File: src/rtl/vx_tex_pkg.sv
// rtl/vx_tex_pkg.sv - texture CSR field widths, offsets and state struct (honours TEX_MIPMAP_EN)
package vx_tex_pkg;

  localparam int CSR_ADDR_BITS = 12;
  localparam int UUID_BITS     = 44;

  localparam int TEX_ADDR_BITS   = 32;
  localparam int TEX_LOGW_BITS   = 4;
  localparam int TEX_LOGH_BITS   = 4;
  localparam int TEX_FORMAT_BITS = 3;
  localparam int TEX_WRAP_BITS   = 2;
  localparam int TEX_MIPOFF_BITS = 20;
  localparam int TEX_MAX_LODS    = 12;

  // Per-stage scalar fields (ADDR..FILTER); MIPOFF entries come after them.
  localparam int TEX_NUM_FIELDS = 7;

`ifdef TEX_MIPMAP_EN
  localparam bit TEX_MIPMAP = 1'b1;
`else
  localparam bit TEX_MIPMAP = 1'b0;
`endif

  localparam logic [CSR_ADDR_BITS-1:0] OFF_STAGE  = 12'd0;
  localparam logic [CSR_ADDR_BITS-1:0] OFF_ADDR   = 12'd1;
  localparam logic [CSR_ADDR_BITS-1:0] OFF_LOGW   = 12'd2;
  localparam logic [CSR_ADDR_BITS-1:0] OFF_LOGH   = 12'd3;
  localparam logic [CSR_ADDR_BITS-1:0] OFF_FORMAT = 12'd4;
  localparam logic [CSR_ADDR_BITS-1:0] OFF_WRAPU  = 12'd5;
  localparam logic [CSR_ADDR_BITS-1:0] OFF_WRAPV  = 12'd6;
  localparam logic [CSR_ADDR_BITS-1:0] OFF_FILTER = 12'd7;
  localparam logic [CSR_ADDR_BITS-1:0] OFF_MIPOFF = 12'd8;

  typedef struct packed {
    logic [TEX_ADDR_BITS-1:0]                     addr;
    logic [TEX_LOGW_BITS-1:0]                     logw;
    logic [TEX_LOGH_BITS-1:0]                     logh;
    logic [TEX_FORMAT_BITS-1:0]                   format;
    logic [TEX_WRAP_BITS-1:0]                     wrapu;
    logic [TEX_WRAP_BITS-1:0]                     wrapv;
    logic                                         filter;
    logic [TEX_MAX_LODS-1:0][TEX_MIPOFF_BITS-1:0] mipoff;
  } tex_state_t;

  // Width of a stage index; a single stage still gets a 1-bit select.
  function automatic int tex_stage_bits(input int num_stages);
    return (num_stages > 1) ? $clog2(num_stages) : 1;
  endfunction

endpackage

File: src/rtl/vx_tex_csr_file_if.sv
// rtl/vx_tex_csr_file_if.sv - CSR write channel plus texture state lookup request/response
interface vx_tex_csr_file_if
  import vx_tex_pkg::*;
#(
  parameter int NUM_STAGES = 2
);
  localparam int SW = tex_stage_bits(NUM_STAGES);

  logic                     write_enable;
  logic [CSR_ADDR_BITS-1:0] write_addr;
  logic [31:0]              write_data;
  logic [UUID_BITS-1:0]     write_uuid;

  logic                     req_valid;
  logic [SW-1:0]            req_stage;
  logic                     req_ready;

  logic                     rsp_valid;
  logic                     rsp_ready;
  tex_state_t               rsp_state;

  logic [UUID_BITS-1:0]     last_uuid;

  modport master (
    output write_enable, write_addr, write_data, write_uuid,
    output req_valid, req_stage, rsp_ready,
    input  req_ready, rsp_valid, rsp_state, last_uuid
  );

  modport slave (
    input  write_enable, write_addr, write_data, write_uuid,
    input  req_valid, req_stage, rsp_ready,
    output req_ready, rsp_valid, rsp_state, last_uuid
  );

endinterface

File: src/rtl/vx_tex_csr_stage.sv
// rtl/vx_tex_csr_stage.sv - one texture stage bank with its field write decode (MIPOFF under TEX_MIPMAP_EN)
module vx_tex_csr_stage
  import vx_tex_pkg::*;
#(
  parameter int NUM_LODS = TEX_MAX_LODS
) (
  input  logic                     clk,
  input  logic                     reset,
  input  logic                     wr_en_i,
  input  logic [CSR_ADDR_BITS-1:0] wr_off_i,
  input  logic [31:0]              wr_data_i,
  output tex_state_t               state_o
);

  tex_state_t state_q, state_d;

  // Field decode: each field keeps only the low bits of the write data.
  always_comb begin
    state_d = state_q;
    if (wr_en_i) begin
      case (wr_off_i)
        OFF_ADDR:   state_d.addr   = wr_data_i;
        OFF_LOGW:   state_d.logw   = wr_data_i[TEX_LOGW_BITS-1:0];
        OFF_LOGH:   state_d.logh   = wr_data_i[TEX_LOGH_BITS-1:0];
        OFF_FORMAT: state_d.format = wr_data_i[TEX_FORMAT_BITS-1:0];
        OFF_WRAPU:  state_d.wrapu  = wr_data_i[TEX_WRAP_BITS-1:0];
        OFF_WRAPV:  state_d.wrapv  = wr_data_i[TEX_WRAP_BITS-1:0];
        OFF_FILTER: state_d.filter = wr_data_i[0];
        default:    ;
      endcase
    end
`ifdef TEX_MIPMAP_EN
    for (int i = 0; i < NUM_LODS; i++) begin
      if (wr_en_i && (wr_off_i == CSR_ADDR_BITS'(int'(OFF_MIPOFF) + i)))
        state_d.mipoff[i] = wr_data_i[TEX_MIPOFF_BITS-1:0];
    end
`else
    // No mip offset storage: these bits stay constant zero.
    for (int i = 0; i < NUM_LODS; i++) state_d.mipoff[i] = '0;
`endif
  end

  // Bank register, cleared by reset.
  always_ff @(posedge clk or negedge reset) begin
    if (!reset) state_q <= '0;
    else        state_q <= state_d;
  end

  assign state_o = state_q;

endmodule

File: src/rtl/vx_tex_csr_file.sv
// rtl/vx_tex_csr_file.sv - banked texture CSR file with one-cycle state lookup (MIPOFF under TEX_MIPMAP_EN)
module vx_tex_csr_file
  import vx_tex_pkg::*;
#(
  parameter int                       NUM_STAGES = 2,
  parameter int                       NUM_LODS   = TEX_MAX_LODS,
  parameter logic [CSR_ADDR_BITS-1:0] CSR_BASE   = 12'h7C0
) (
  input  logic            clk,
  input  logic            reset,
  vx_tex_csr_file_if.slave bus
);

  localparam int SW      = tex_stage_bits(NUM_STAGES);
  // The map ends after FILTER unless mip offsets are built in.
  localparam int MAP_LEN = 1 + TEX_NUM_FIELDS + (TEX_MIPMAP ? NUM_LODS : 0);

  logic [CSR_ADDR_BITS-1:0] wr_off;
  logic                     wr_in_map;
  logic                     stage_wr;
  logic                     field_wr;

  logic [SW-1:0]            stage_q, stage_d;
  logic [UUID_BITS-1:0]     last_uuid_q, last_uuid_d;
  logic                     rsp_valid_q, rsp_valid_d;
  tex_state_t               rsp_state_q, rsp_state_d;

  logic                     req_ready;
  logic                     req_accept;
  logic                     req_stage_ok;

  tex_state_t               bank_state [NUM_STAGES];

  // Addresses below the base wrap to large offsets and fall out of the map.
  assign wr_off    = bus.write_addr - CSR_BASE;
  assign wr_in_map = bus.write_enable && (wr_off < CSR_ADDR_BITS'(MAP_LEN));
  assign stage_wr  = wr_in_map && (wr_off == OFF_STAGE);
  assign field_wr  = wr_in_map && (wr_off != OFF_STAGE);

  for (genvar g = 0; g < NUM_STAGES; g++) begin : g_stage
    vx_tex_csr_stage #(
      .NUM_LODS (NUM_LODS)
    ) u_stage (
      .clk       (clk),
      .reset     (reset),
      .wr_en_i   (field_wr && (stage_q == SW'(g))),
      .wr_off_i  (wr_off),
      .wr_data_i (bus.write_data),
      .state_o   (bank_state[g])
    );
  end

  assign req_ready    = !rsp_valid_q || bus.rsp_ready;
  assign req_accept   = bus.req_valid && req_ready;
  assign req_stage_ok = {1'b0, bus.req_stage} < (SW + 1)'(NUM_STAGES);

  // Next state for stage select, debug uuid and the response slot.
  always_comb begin
    stage_d     = stage_q;
    last_uuid_d = last_uuid_q;
    rsp_valid_d = rsp_valid_q;
    rsp_state_d = rsp_state_q;

    if (stage_wr && (bus.write_data < 32'(NUM_STAGES)))
      stage_d = bus.write_data[SW-1:0];
    if (wr_in_map)
      last_uuid_d = bus.write_uuid;

    // Banks are sampled before this edge's write lands, giving the pre-write value.
    if (req_accept) begin
      rsp_valid_d = 1'b1;
      rsp_state_d = req_stage_ok ? bank_state[bus.req_stage] : '0;
    end else if (bus.rsp_ready) begin
      rsp_valid_d = 1'b0;
    end
  end

  // Control and response registers.
  always_ff @(posedge clk or negedge reset) begin
    if (!reset) begin
      stage_q     <= '0;
      last_uuid_q <= '0;
      rsp_valid_q <= 1'b0;
      rsp_state_q <= '0;
    end else begin
      stage_q     <= stage_d;
      last_uuid_q <= last_uuid_d;
      rsp_valid_q <= rsp_valid_d;
      rsp_state_q <= rsp_state_d;
    end
  end

  assign bus.req_ready = req_ready;
  assign bus.rsp_valid = rsp_valid_q;
  assign bus.rsp_state = rsp_state_q;
  assign bus.last_uuid = last_uuid_q;

endmodule

File: src/flat_wrapper.sv
// flat-port wrapper written by rule: the top's interface ports become plain ports
module vx_tex_csr_file_flat import vx_tex_pkg::*;
#(
  parameter int                       NUM_STAGES = 2,
  parameter int                       NUM_LODS   = TEX_MAX_LODS,
  parameter logic [CSR_ADDR_BITS-1:0] CSR_BASE   = 12'h7C0
)
  (clk, reset, bus_write_enable, bus_write_addr, bus_write_data, bus_write_uuid, bus_req_valid, bus_req_stage, bus_rsp_ready, bus_req_ready, bus_rsp_valid, bus_rsp_state, bus_last_uuid);
  vx_tex_csr_file_if #(.NUM_STAGES(NUM_STAGES)) bus_i ();
  input  logic clk;
  input  logic reset;
  input wire logic [$bits(bus_i.write_enable)-1:0] bus_write_enable;
  input wire logic [$bits(bus_i.write_addr)-1:0] bus_write_addr;
  input wire logic [$bits(bus_i.write_data)-1:0] bus_write_data;
  input wire logic [$bits(bus_i.write_uuid)-1:0] bus_write_uuid;
  input wire logic [$bits(bus_i.req_valid)-1:0] bus_req_valid;
  input wire logic [$bits(bus_i.req_stage)-1:0] bus_req_stage;
  input wire logic [$bits(bus_i.rsp_ready)-1:0] bus_rsp_ready;
  output wire logic [$bits(bus_i.req_ready)-1:0] bus_req_ready;
  output wire logic [$bits(bus_i.rsp_valid)-1:0] bus_rsp_valid;
  output wire logic [$bits(bus_i.rsp_state)-1:0] bus_rsp_state;
  output wire logic [$bits(bus_i.last_uuid)-1:0] bus_last_uuid;
  assign bus_i.write_enable = bus_write_enable;
  assign bus_i.write_addr = bus_write_addr;
  assign bus_i.write_data = bus_write_data;
  assign bus_i.write_uuid = bus_write_uuid;
  assign bus_i.req_valid = bus_req_valid;
  assign bus_i.req_stage = bus_req_stage;
  assign bus_i.rsp_ready = bus_rsp_ready;
  assign bus_req_ready = bus_i.req_ready;
  assign bus_rsp_valid = bus_i.rsp_valid;
  assign bus_rsp_state = bus_i.rsp_state;
  assign bus_last_uuid = bus_i.last_uuid;
  vx_tex_csr_file #(.NUM_STAGES(NUM_STAGES), .NUM_LODS(NUM_LODS), .CSR_BASE(CSR_BASE)) u_core (.clk(clk), .reset(reset), .bus(bus_i));
endmodule
File: config.mk
export PLATFORM = sky130hd
export DESIGN_NAME = vx_tex_csr_file_flat
export DESIGN_NICKNAME = d
export VERILOG_FILES = /design/src/rtl/vx_tex_pkg.sv /design/src/rtl/vx_tex_csr_file_if.sv /design/src/rtl/vx_tex_csr_stage.sv /design/src/rtl/vx_tex_csr_file.sv /design/src/flat_wrapper.sv
export SDC_FILE = /design/constraint.sdc
export NUM_CORES = 1
export LEC_CHECK = 0
export CORE_AREA = 2 2 167 169
export DETAILED_ROUTE_END_ITERATION = 10
export DIE_AREA = 0 0 169 171
export PLACE_DENSITY = 0.7
export SLEW_MARGIN = 20
export SYNTH_ARGS = -nofsm -noshare
export SYNTH_HDL_FRONTEND = slang
export SYNTH_SLANG_ARGS = --single-unit
File: constraint.sdc
create_clock -name clk -period 2.35 [get_ports clk]
set_clock_uncertainty 0.15 [all_clocks]
set_input_delay 0.3525 -clock clk [delete_from_list [all_inputs] [get_ports clk]]
set_output_delay 0.3525 -clock clk [all_outputs]
set_load 0.01 [all_outputs]
**After elaboration in Yosys (flattened, before gate mapping)**

Index checks and enable logic that the tools add are counted.
Widths: inputs -> output; s select.

- $add $sub $neg: 1
- Magnitude comparators: 3
- Eq/ne operators: 7
- Mux-type cells: 5
- Bitwise gates (word level): 2
- Reduce and logical (&&, ||, !) cells: 26

Operators by type and width:

| kind | count |
|---|---|
| $mux 288 | 3 |
| $eq 12x3->1 const B | 4 |
| $lt 32x2->1 const B | 1 |
| $reduce_and 2->1 | 14 |
| $eq 12x2->1 const B | 2 |
| $eq 12x1->1 const B | 1 |
| $logic_not 12->1 | 1 |
| $lt 12x4->1 const B | 1 |
| $reduce_bool 12->1 | 1 |
| $sub 12x11->12 const B | 1 |
| $logic_and 1x1->1 | 7 |
| $ge 2x2->1 const B | 1 |
| $mux 1 | 2 |
| $not 1->2 | 1 |
| $reduce_bool 2->1 | 1 |
| $logic_not 1->1 | 1 |
| $logic_or 1x1->1 | 1 |
| $not 1->1 | 1 |

- Flip-flop bits (word level): 430
- Input bits: 94
- Output and inout port bits: 334
- Word-level logic and storage cells: 80

**Depth between registers and ports, before layout**

- Depth after elaboration: 6
- Gate-level depth with buffers: 7
- Mapped depth without buffers: 4

**Modules after synthesis**

A second synthesis with hierarchy kept.

- Cell total of the unflattened synthesis: 2094
- Area total of the unflattened synthesis: 22571.6 um^2

Modules (own cells, without submodules):

| module | times used | cells an instance | area each (um^2) | sequential area each (um^2) |
|---|---|---|---|---|
| vx_tex_csr_file | 1 | 1378 | 15094.5 | 8358.0 |
| vx_tex_csr_stage | 2 | 358 | 3738.6 | 1201.2 |

**Worst setup path after synthesis**

OpenSTA, ideal clock, no wires.

- Path type: input to register
- Start: input port bus_write_addr[5]
- End: register u_core.g_stage[0].u_stage.state_q, in the netlist u_core.g_stage[0].u_stage.state_o[257]
- Library setup time: 0.125 ns
- Data arrival time: 1.956 ns
- Required time: 2.075 ns
- Path slack: 0.119 ns
- Stages: 7
- Cell sequence: nor4bb_1 -> buf_4 -> nand3b_4 -> or4_4 -> buf_6 -> buf_12 -> mux2_4

- Cells in the longest elaborated chain, start to end: 6
- Elaborated cells between the ends (all ways): 8
- Classes of those cells: add/sub (1); order compare (1); eq/ne (1); reduce/logical (5)

RTL lines:

| item | line | text |
|---|---|---|
| start, declared | flat_wrapper.sv:13 | `input wire logic [$bits(bus_i.write_addr)-1:0] bus_write_addr;` |
| $sub 12x11->12 (*) | vx_tex_csr_file.sv:35 | `assign wr_off = bus.write_addr - CSR_BASE;` |
| $lt 12x4->1 | vx_tex_csr_file.sv:36 | `assign wr_in_map = bus.write_enable && (wr_off < CSR_ADDR_BITS'(MAP_LEN));` |
| $logic_and 1x1->1 | vx_tex_csr_file.sv:36 |  |
| $logic_and 1x1->1 | vx_tex_csr_file.sv:38 | `assign field_wr = wr_in_map && (wr_off != OFF_STAGE);` |
| $logic_and 1x1->1 | vx_tex_csr_file.sv:46 | `.wr_en_i (field_wr && (stage_q == SW'(g))),` |
| $reduce_and 2->1 (no line) (*) | n/a |  |
| end signal, assigned | vx_tex_csr_stage.sv:46 | `else state_q <= state_d;` |
| end, declared | vx_tex_csr_stage.sv:15 | `tex_state_t state_q, state_d;` |

Mark *: on every way between the ends. The rest lies on a longest branch, timed or not.
A chain may end at the register's enable or synchronous reset.

**Worst setup path in the final report**

- Start: input port bus_write_addr[7]
- End: register u_core.g_stage[0].u_stage.state_q, in the netlist u_core.g_stage[0].u_stage.state_o[281]

The elaborated chain is that of the path after synthesis.

==> reports/qor.csv <==
metric;value;unit
result of the run;complete, no violations;
share of cells above drive strength 1;16.6;%
startpoint type of the worst setup path;input pin;
clock buffer count from CTS;17;
Finished Layout Cells;1460;
placer congestion estimate;0.812;
synthesis warning total;0;
post-CTS setup buffer count;0;
total non-filler cell area in the finished layout;11900;sq um
Placed Instances;1426;
cell internal pwr;5.00;mW
total vias in the final route;6033;
DIE AREA;28900;sq um
share of the cycle needed by the critical path after routing;99.2;%
initial antenna violation count;1;
crit path capture;u_core.g_stage[0].u_stage.state_o[281];
half-perimeter wire length of the detailed placement result;14600;um
Reg-to-Reg End;u_core.g_stage[0].u_stage.state_o[281];
H-tree level count;4;
number of rows created at floorplan;61;
Hold Fails Final Rpt;0;
clock sink count;190;
path type of the worst setup path;input pin to register;
kind of end point of the critical path;register;
layout overhead on the synthesized area;23.8;%
footprint of the flip-flops and latches;4750;sq um
sequential power share;48.0;%
switching power;1.87;mW
highest achievable clock rate;429;MHz
number of flip-flops and latches in the synthesized netlist;190;
fraction of power spent switching nets;27.3;%
power share of the combinational group;9.3;%
Unique masters post-synth;27;
required time reported for the critical path endpoint;2.51;ns
Clk Latency, worst-skew pair;0.43;ns
height of the die;171;um
ANT nets after route;0;
Filler Cell Count;2606;
num ports;428;
clock edge transition at the registers on the reported setup and hold paths;0.08;ns
highest ir drop seen on vdd;452;uV
first-iteration detailed-routing DRC count;201;
Critical Path Start;bus_write_addr[7];
relative slew slack;59.9;%
Multi-input gate area;3810;sq um
CTS Buffer Depth;2;
Pwr per Cell Area;575;nW/um^2
Tmin final;2.33;ns
Worst R2R Start;u_core.stage_q;
drt wl/cell;13.6;um
Register-to-Register Setup Slack;0.49;ns
quantity of I/O buffers inserted on ports;187;
first-pass GRT wire length;31400;um
setup repair after global routing missed its margin;true;
maximum number of pins on one net before global-route repair;97;
Total Wirelength;19900;um
clock tree from TritonCTS;built;
Initial Util;35.3;%
reported max-cap violation count;0;
synthesized cell area;9650;sq um
r2r worst-path depth;3;
Critical Path AT;2.49;ns
Area after DPL;11300;sq um
min-delay worst type;input pin to register;
global route overflow;0;
DR DRC count;0;
part of the power in the clock network;42.7;%
synthesized area divided by synthesized cell count;10.9;sq um
clock root buffer master;clkbuf_16;
pin slew with the least headroom to its limit;0.601;ns
area of the core region;27300;sq um
number of global-route vias before repair;5913;
Final setup violation count;0;
DIE WIDTH;169;um
Post-layout nets;1194;
count of pins over their slew limit;0;
global-route total usage across every layer;13.8;%
drt pass-1 iters;6;
largest driver fanout on the critical path;16;
static leakage;6.11;nW
leading cell types in the layout, fill and taps excluded;conb_1 (240), dfrtp_1 (190), clkdlybuf4s50_1 (185);
number of vias per cell;4.13;
most common library cell in the layout ignoring fill and taps;conb_1;
synthesized instance count;883;
share of synthesized area occupied by flip-flops and latches;49.3;%
## repair_timing
item | 4_1_cts | 5_1_grt
gates resized for setup | 0 | 1
endpoints found under the setup margin | 0 | 14
hold endpoints to repair | 62 | 0
hold buffers | 1 | 0
## critical path: stages
cell             delay, ns
clkdlybuf4s50_1       0.49
nor4bb_2              0.27
buf_4                 0.21
nand3b_4              0.09
or4_4                 0.56
buf_12                0.19
mux2_4                0.31
## Yosys cell counts
cell	count	area (sq um)
mux2_2	67	754
o21ai_0	48	240
nor4_1	11	68.8
nand3_1	2	10.0
nand2_1	183	687
nand3b_4	1	20.0
dfrtp_1	190	4750
nand3b_1	2	15.0
or4_1	1	7.51
buf_12	3	60.1
nand4_1	2	12.5
nand4b_2	1	15.0
or4_4	1	11.3
buf_4	241	1810
mux2i_1	48	480
buf_1	2	7.51
buf_6	1	11.3
nand4b_1	1	8.76
mux2_4	30	450
clkbuf_1	25	93.8
nor4bb_1	1	10.0
nand2b_1	3	18.8
and4b_1	2	20.0
conb_1	1	3.75
nor2_1	2	7.51
nor3_1	10	50.1
buf_2	4	20.0
## final cells by class
type                    count  area share [%]
flip-flops and latches    190            39.8
diodes                      1          0.0210
clock inverters            15            1.56
well taps                 346            3.62
repair buffers            235            19.5
clock buffers              17            3.56
multi-input cells         656            31.9
## power by group through the flow
stage               combinational (mW)  sequential (mW)  clock, mW
floorplan                        0.558             3.38          0
global placement                 0.635             3.36          0
detailed placement               0.638             3.37          0
CTS                              0.641             3.30       3.03
global route                     0.713             3.30       3.16
finish                           0.639             3.30       2.93
## logic make-up (layout without fill, tap and decap cells)
| kind of cell | Yosys count | count (layout) | synth area share [%] |
|---|---|---|---|
| buf+inv | 276 | 267 | 20.7 |
| simple gates | 223 | 223 | 9.97 |
| flops | 190 | 190 | 49.3 |
| mux | 145 | 145 | 17.5 |
| compound gates | 48 | 48 | 2.49 |
| other cells | 1 | 241 | 0.0389 |
## worst min-delay path by stage
stage	start	to	slack, ns	depth (start not counted)
2_1_floorplan	reset	u_core.bus.last_uuid[0]	-0.09	0
3_3_place_gp	reset	u_core.bus.last_uuid[10]	0.26	1
3_5_place_dp	reset	u_core.bus.last_uuid[10]	0.27	1
4_1_cts	bus_write_uuid[30]	u_core.bus.last_uuid[30]	0.26	3
5_1_grt	bus_write_uuid[5]	u_core.bus.last_uuid[5]	0.27	3
6_report	bus_write_uuid[30]	u_core.bus.last_uuid[30]	0.29	3
## routing by layer
metal  up-vias  wire, um  global-route usage (%)
li1       2859         -                       -
met1      2899      7920                    16.1
met2       258      9960                    23.9
met3        17      1660                    4.90
met4         0       331                    4.65
met5         -         0                       0
## registers in the layout, summed over array words and instances (netlist names)
name                            flops
u_core.stage_q                      1
u_core.bus.rsp_state               48
u_core.bus.last_uuid               44
u_core.bus.rsp_valid                1
u_core.g_stage.u_stage.state_o     96
## stage by stage
stage / TNS (ns) / setup slack (ns) / utilization [%] / hold slack, ns / power [mW]
2_1_floorplan: 0 / 0.119 / - / -0.0931 / 3.93
3_3_place_gp: -30.82 / -0.391 / 41.4 / 0.264 / 4.00
3_5_place_dp: -33.57 / -0.428 / 41.4 / 0.267 / 4.00
4_1_cts: 0 / 0.0383 / 43.7 / 0.261 / 6.98
5_1_grt: -0.0412 / -0.00929 / 43.7 / 0.274 / 7.17
6_report: 0 / 0.0197 / 43.7 / 0.288 / 6.87
Power figures use the tool's default switching activity.
